===== config.mk =====
export PLATFORM = sky130hd
export DESIGN_NAME = ctrl_in_demux_seq
export DESIGN_NICKNAME = d
export VERILOG_FILES = /design/src/rtl/ctrl_in_demux_seq.sv
export SDC_FILE = /design/constraint.sdc
export NUM_CORES = 1
export LEC_CHECK = 0
export CAP_MARGIN = 30
export CELL_PAD_IN_SITES_DETAIL_PLACEMENT = 2
export CELL_PAD_IN_SITES_GLOBAL_PLACEMENT = 2
export CORE_MARGIN = 4
export CORE_UTILIZATION = 31
export CTS_BUF_LIST = sky130_fd_sc_hd__clkbuf_8 sky130_fd_sc_hd__clkbuf_16
export DETAILED_ROUTE_END_ITERATION = 6
export PLACE_DENSITY_LB_ADDON = 0.05
export SETUP_SLACK_MARGIN = 0.5
export SLEW_MARGIN = 25
export SYNTH_ARGS = -nofsm -noshare
export SYNTH_HDL_FRONTEND = slang
export SYNTH_SLANG_ARGS = --single-unit

===== constraint.sdc =====
create_clock -name clk -period 2.6 [get_ports clk]
set_input_delay 0.52 -clock clk [delete_from_list [all_inputs] [get_ports clk]]
set_output_delay 0.52 -clock clk [all_outputs]
set_load 0.05 [all_outputs]

===== src/rtl/ctrl_in_demux_seq.sv =====
// ctrl_in_demux_seq: load-phase sequencer that spreads one input stream
// round-robin across up to 4 SMAC block input buffers.
// Optional feature macro: CTRL_IN_DEMUX_BCAST_EN (adds the bcast input; when
// bcast is set at start, every accepted word goes to all active blocks).
module ctrl_in_demux_seq #(
  parameter int DATA_W = 8,
  parameter int ADDR_W = 6
) (
  input  logic              clk,
  input  logic              rst_n,
  input  logic              cnt_clear,
  input  logic              cnt_load,
  input  logic [2:0]        max_val,
  input  logic [ADDR_W:0]   words_per_blk,
  input  logic              start,
  input  logic              in_valid,
  input  logic [DATA_W-1:0] in_data,
`ifdef CTRL_IN_DEMUX_BCAST_EN
  input  logic              bcast,
`endif
  output logic              in_ready,
  output logic [3:0]        wr_en,
  output logic [ADDR_W-1:0] wr_addr,
  output logic [DATA_W-1:0] wr_data,
  output logic [1:0]        sel_demux,
  output logic              rnd_done,
  output logic              load_done,
  output logic              busy
);

  typedef enum logic [1:0] {
    ST_IDLE = 2'd0,
    ST_LOAD = 2'd1,
    ST_DONE = 2'd2
  } state_t;

  state_t            state_r, state_s;
  logic [2:0]        cfg_max_r, cfg_max_s;
  logic [ADDR_W:0]   cfg_words_r, cfg_words_s;
  logic [1:0]        blk_idx_r, blk_idx_s;
  logic [ADDR_W:0]   addr_r, addr_s;
  logic              bcast_r, bcast_s;
  logic [3:0]        wr_en_r, wr_en_s;
  logic [ADDR_W-1:0] wr_addr_r, wr_addr_s;
  logic [DATA_W-1:0] wr_data_r, wr_data_s;
  logic              rnd_done_r, rnd_done_s;
  logic              last_blk_s, last_addr_s;

  // Write-enable mask covering the low n active blocks (n already clamped to 0..4).
  function automatic logic [3:0] blk_mask(input logic [2:0] n);
    logic [3:0] m;
    case (n)
      3'd0:    m = 4'b0000;
      3'd1:    m = 4'b0001;
      3'd2:    m = 4'b0011;
      3'd3:    m = 4'b0111;
      default: m = 4'b1111;
    endcase
    return m;
  endfunction

  assign last_blk_s  = ({1'b0, blk_idx_r} == (cfg_max_r - 3'd1));
  assign last_addr_s = (addr_r == (cfg_words_r - (ADDR_W+1)'(1)));

  // Next-state, counters and write-port values for the coming cycle.
  always_comb begin
    state_s     = state_r;
    cfg_max_s   = cfg_max_r;
    cfg_words_s = cfg_words_r;
    blk_idx_s   = blk_idx_r;
    addr_s      = addr_r;
    bcast_s     = bcast_r;
    wr_en_s     = 4'b0000;
    wr_addr_s   = wr_addr_r;
    wr_data_s   = wr_data_r;
    rnd_done_s  = 1'b0;
    if (cnt_clear) begin
      // Abort: counters and outputs clear, configuration is kept.
      state_s   = ST_IDLE;
      blk_idx_s = 2'd0;
      addr_s    = '0;
      bcast_s   = 1'b0;
      wr_addr_s = '0;
      wr_data_s = '0;
    end else begin
      case (state_r)
        ST_IDLE: begin
          if (cnt_load) begin
            cfg_max_s   = (max_val > 3'd4) ? 3'd4 : max_val;
            cfg_words_s = words_per_blk;
          end else if (start && (cfg_max_r != 3'd0) && (cfg_words_r != '0)) begin
            state_s   = ST_LOAD;
            blk_idx_s = 2'd0;
            addr_s    = '0;
`ifdef CTRL_IN_DEMUX_BCAST_EN
            bcast_s   = bcast;
`else
            bcast_s   = 1'b0;
`endif
          end else begin
            state_s = ST_IDLE;
          end
        end
        ST_LOAD: begin
          if (in_valid) begin
            wr_addr_s = addr_r[ADDR_W-1:0];
            wr_data_s = in_data;
            if (bcast_r) begin
              // Broadcast: one word fills the same address in every active block.
              wr_en_s    = blk_mask(cfg_max_r);
              rnd_done_s = 1'b1;
              addr_s     = addr_r + (ADDR_W+1)'(1);
              if (last_addr_s) begin
                state_s = ST_DONE;
              end else begin
                state_s = ST_LOAD;
              end
            end else begin
              wr_en_s = 4'b0001 << blk_idx_r;
              if (last_blk_s) begin
                blk_idx_s  = 2'd0;
                addr_s     = addr_r + (ADDR_W+1)'(1);
                rnd_done_s = 1'b1;
                if (last_addr_s) begin
                  state_s = ST_DONE;
                end else begin
                  state_s = ST_LOAD;
                end
              end else begin
                blk_idx_s = blk_idx_r + 2'd1;
              end
            end
          end else begin
            // Stall: nothing written, counters hold.
            wr_en_s = 4'b0000;
          end
        end
        ST_DONE: begin
          state_s = ST_IDLE;
        end
        default: begin
          state_s = ST_IDLE;
        end
      endcase
    end
  end

  // State, configuration, counters and registered write port.
  always_ff @(posedge clk or negedge rst_n) begin
    if (!rst_n) begin
      state_r     <= ST_IDLE;
      cfg_max_r   <= 3'd0;
      cfg_words_r <= '0;
      blk_idx_r   <= 2'd0;
      addr_r      <= '0;
      bcast_r     <= 1'b0;
      wr_en_r     <= 4'b0000;
      wr_addr_r   <= '0;
      wr_data_r   <= '0;
      rnd_done_r  <= 1'b0;
    end else begin
      state_r     <= state_s;
      cfg_max_r   <= cfg_max_s;
      cfg_words_r <= cfg_words_s;
      blk_idx_r   <= blk_idx_s;
      addr_r      <= addr_s;
      bcast_r     <= bcast_s;
      wr_en_r     <= wr_en_s;
      wr_addr_r   <= wr_addr_s;
      wr_data_r   <= wr_data_s;
      rnd_done_r  <= rnd_done_s;
    end
  end

  // in_ready, load_done and busy decode straight from the state register.
  assign in_ready  = (state_r == ST_LOAD);
  assign load_done = (state_r == ST_DONE);
  assign busy      = (state_r != ST_IDLE);
  assign sel_demux = blk_idx_r;
  assign wr_en     = wr_en_r;
  assign wr_addr   = wr_addr_r;
  assign wr_data   = wr_data_r;
  assign rnd_done  = rnd_done_r;

endmodule


## Word-level counts from Yosys, hierarchy flattened

Cells that the tools add are included.

- Bits in registers: 41
- Input bits: 24
- Output and inout bits: 24
- Logic and storage cells: 91

- Add/subtract/negate cells: 4
- $lt $le $gt $ge: 1
- Equal/unequal tests: 13
- Shifts and indexed selects: 1
- Multiplexer cells: 43
- Bitwise operators: 1
- Reductions and logical operators: 18

Operators with widths:

| kind | count |
|---|---|
| $mux 7 | 6 |
| $mux 2 | 12 |
| $mux 8 | 3 |
| $mux 6 | 3 |
| $mux 4 | 4 |
| $pmux 4 s4 | 1 |
| $pmux 7 s2 | 1 |
| $ne 3x3->1 const B | 4 |
| $mux 1 | 10 |
| $reduce_and 5->1 | 2 |
| $reduce_bool 2->1 | 5 |
| $reduce_and 3->1 | 3 |
| $pmux 2 s2 | 2 |
| $add 7x1->7 const B | 1 |
| $eq 7x7->1 | 1 |
| $reduce_bool 7->1 | 1 |
| $sub 7x1->7 const B | 1 |
| $eq 3x2->1 const B | 2 |
| $reduce_bool 3->1 | 2 |
| $ne 4x2->1 const B | 1 |
| $shl 1x2->4 const A | 1 |
| $eq 2x3->1 | 1 |
| $eq 3x1->1 const B | 1 |
| $gt 3x3->1 const B | 1 |
| other kinds (11) | 12 |

## Logic depth before layout (Yosys ltp)

- Depth in word-level cells: 8
- Mapped depth: 9

## Worst setup path before layout

No wires, ideal clock.

- Path kind: register -> register
- Start: reg cfg_max_r[0]
- End: reg addr_r[6]
- Setup time: 0.077 ns
- Data arrival time: 1.914 ns
- Required time: 2.523 ns
- Slack: 0.609 ns
- Stages on the path, launching flop included: 10
- Period minus slack after synthesis: 1.991 ns
- Cells stage by stage: dfrtp_1 > inv_1 > ha_1 > ha_1 > nand2b_1 > a311oi_2 > o31ai_2 > buf_6 > or3_1 > a21oi_1

- Word-level cells in the longest chain between the ends: 5
- Elaborated cells on any way between the ends: 8
- Those cells by class: 1 x add/sub; 3 x eq/ne; 4 x reduce/logical

Ends and longest elaborated chain:

| item | RTL line | source |
|---|---|---|
| start: declaration | 38 | `logic [2:0] cfg_max_r, cfg_max_s;` |
| start signal: assignment | 163 | `cfg_max_r <= cfg_max_s;` |
| parallel branches: the longest is 4 deep, another holds $sub 3x1->3 | -- |  |
| $reduce_and 5->1 (no line) (*) | -- |  |
| end signal: assignment | 166 | `addr_r <= addr_s;` |
| end: declaration | 41 | `logic [ADDR_W:0] addr_r, addr_s;` |

Mark *: on every way between the ends.
A chain may end at the register's enable or synchronous reset.

## Worst setup path after layout

- Start: in in_valid
- End: reg addr_r[6]

- Word-level cells in the longest chain between the ends: 2

Ends and longest elaborated chain:

| item | RTL line | source |
|---|---|---|
| start: declaration | 16 | `input logic in_valid,` |
| $ne 3x3->1 (no line) | -- |  |
| $reduce_and 5->1 (no line) | -- |  |

No other way between the ends.

==> metrics.txt <==
kind of critical path=in -> reg; global-route wire length before repair=8694 µm; Detailed Route Iter0 Violations=51; total gr overflow=0; Power Density=615.1 nW/µm²; peak supply drop=0.2625 mV; Syn Inst Count=177; cts bufs inserted=5; yosys warns=0; initial antenna violation count=0; CP max stage delay=0.55 ns; clk root buf=clkbuf_8; total die area=7643 µm²; initial core utilization=32.45%; most frequent cells in the layout=40 x dfrtp_1, 40 x clkdlybuf4s50_1, 15 x a22o_1; top-area cell type share of the netlist area=51.18%; dpl hpwl=3924 µm; Max clock buf depth=2; synthesis-to-finish area growth=38.90%; largest net degree at the start of global routing=41; skew final=0.005533 ns; Clock Latency Late Sink=0.30 ns; Top Ports=48; Max Freq=498.7 MHz; layout cells sized above 1=16.02%; final total negative setup slack=0 ns; ANT cells=0; max_cap viols=0; Top FF cell, synth=dfrtp_1; pre-CTS worst setup slack=0.2564 ns; CP required=2.82 ns; Clock transition at path regs=0.08 ns; clk sink count=40; CP max FO=6; CP max-delay cell=clkdlybuf4s50_1; largest area contributor in the netlist=dfrtp_1; vias post-DR=1583; FFs w/ async S/R, synth=100.0%; Finished Layout Cells=306; wire per inst=17.60 µm; startpoint class of the critical path=input pin; Die X=87.43 µm; main area contributors after synthesis=dfrtp_1 51%, a22o_1 6.7%, ha_1 5.8%; sequential area share after synthesis=51.18%; Port Buffers=47; RSZ-0062 raised after global routing=no; Setup Viol. Count Final=0; CTS tree=yes; Synth cell types=37; Slew Limit Fails=0; power consumption=1.671 mW; final worst setup slack=0.5946 ns; Final Hold Viols=0; max_slew headroom=56.15%; Synth Register Bits=40; DR vias/cell=5.173; Avg Inst Size Synth=11.05 µm²; status=complete, no violations; routability cong.=0.8104; # fillers=635; Netlist Area Pre-Place=1956 µm²; Die H=87.43 µm; drt first pass iters=4; number of H-tree levels=2; CP Cell Sequence=clkdlybuf4s50_1 -> nor2b_1 -> o21ai_2 -> o31ai_4 -> or3_1 -> a21oi_1; DP Cell Count=295; vias in the first global route=1682; CP arrival=2.23 ns; final wirelength=5387 µm; DRC violations left=0; Final nets=263; Net Count, Synth=210; number of enable flip-flop cells after synthesis=0; Critical Path Sink Type=register; GR Util All Layers=14.70%; fin crit share=77.13%; worst slew pin tran=0.6578 ns; Rows=28; fin crit period=2.005 ns; Placeable Area=6026 µm²; Hold Crit Class=in -> async; Leak=1.194 nW; DRT antenna net count=0
-- metal layers --
metal / up-vias / global-route usage, % / wire [µm]
met5: - / 0 / 0
li1: 736 / - / -
met1: 793 / 18.95 / 2397
met2: 48 / 24.18 / 2601
met4: 0 / 4.184 / 67
met3: 6 / 3.879 / 321
-- metrics by stage --
step	hold WS (ns)	instance area (µm²)	utilization (%)
after detailed placement	0.4831	2502	41.53
after global routing	0.2358	2716	45.08
final	0.1880	2716	45.08
after floorplan	0.2244	1956	-
after global placement	0.4807	2502	41.53
after CTS	0.3809	2631	43.67
-- logic make-up (layout without fill, tap and decap cells) --
logic type | count (synthesis) | count (layout) | share of synthesized area, %
AOI/OAI and AO/OA | 44 | 45 | 15.87
xor gates and xnor gates | 11 | 11 | 4.926
adders and majority gates | 9 | 9 | 5.758
buffers and inverters | 17 | 70 | 3.711
DFF | 40 | 40 | 51.18
muxes | 5 | 5 | 2.879
and+or+nand+nor | 51 | 51 | 15.68
-- final cells by class --
type                    instances  area [µm²]  area share [%]
repair buffers                 52       498.0           18.33
well taps                      75       93.84           3.455
multi-input cells             121       978.4           36.02
clock inverters                 3       38.79           1.428
inverters                      10       37.54           1.382
flip-flops and latches         40        1001           36.85
clock buffers                   5       68.82           2.533
-- cell usage after synthesis, types with 2 or more instances --
cell and n:
dfrtp_1 40, nor2b_1 3, xor2_1 6, clkbuf_1 5
nand2b_1 3, or3_1 5, nand3b_1 3, ha_1 9
or2b_1 2, and2_1 5, inv_1 10, and3_1 3
a21oi_1 9, mux2_2 5, o21ai_0 13, a22o_1 15
nand2_1 10, nand3_1 6, nor3_1 3, xnor2_1 5
-- path summary, 6_finish.rpt --
check	depth (start not counted)	end	slack, ns	startpoint
max	6	addr_r[6]	0.59	in_valid
min in group clk	1	wr_data[5]	0.50	wr_data[5]
max reg2reg	8	addr_r[6]	0.60	cfg_max_r[0]
min reg2reg	1	wr_data[5]	0.50	wr_data[5]
min	1	wr_data[7]	0.19	rst_n
max in group asynchronous	1	cfg_max_r[2]	2.04	rst_n
-- flip-flops by register name, summed over array words and instances (netlist names) --
name / cells
addr_r: 7
wr_data: 8
wr_addr: 6
wr_en: 4
rnd_done: 1
cfg_words_r: 7
sel_demux: 2
state_r: 2
cfg_max_r: 3
-- power by group --
part	total [mW]	leakage (nW)	internal, mW	switching (mW)
sequential	0.724	0.539	0.668	0.0564
combinational	0.442	0.596	0.192	0.251
clock	0.505	0.0593	0.281	0.224
-- critical path, delay by kind of cell --
family,cells,cell delay (ns)
buffers and inverters,1,0.55
AND/OR/NAND/NOR,2,0.47
AO/OA/AOI/OAI,3,0.70
-- timing repair --
| item | in CTS | in global routing |
|---|---|---|
| gates resized for setup | 7 | 17 |
| setup buffers | 1 | 1 |
| endpoints found under the setup margin | 12 | 8 |
| pin swaps | 1 | 4 |
| cloned | 0 | 1 |
| hold buffers | 0 | 0 |
Note: power is estimated with default switching activity, not from simulation.
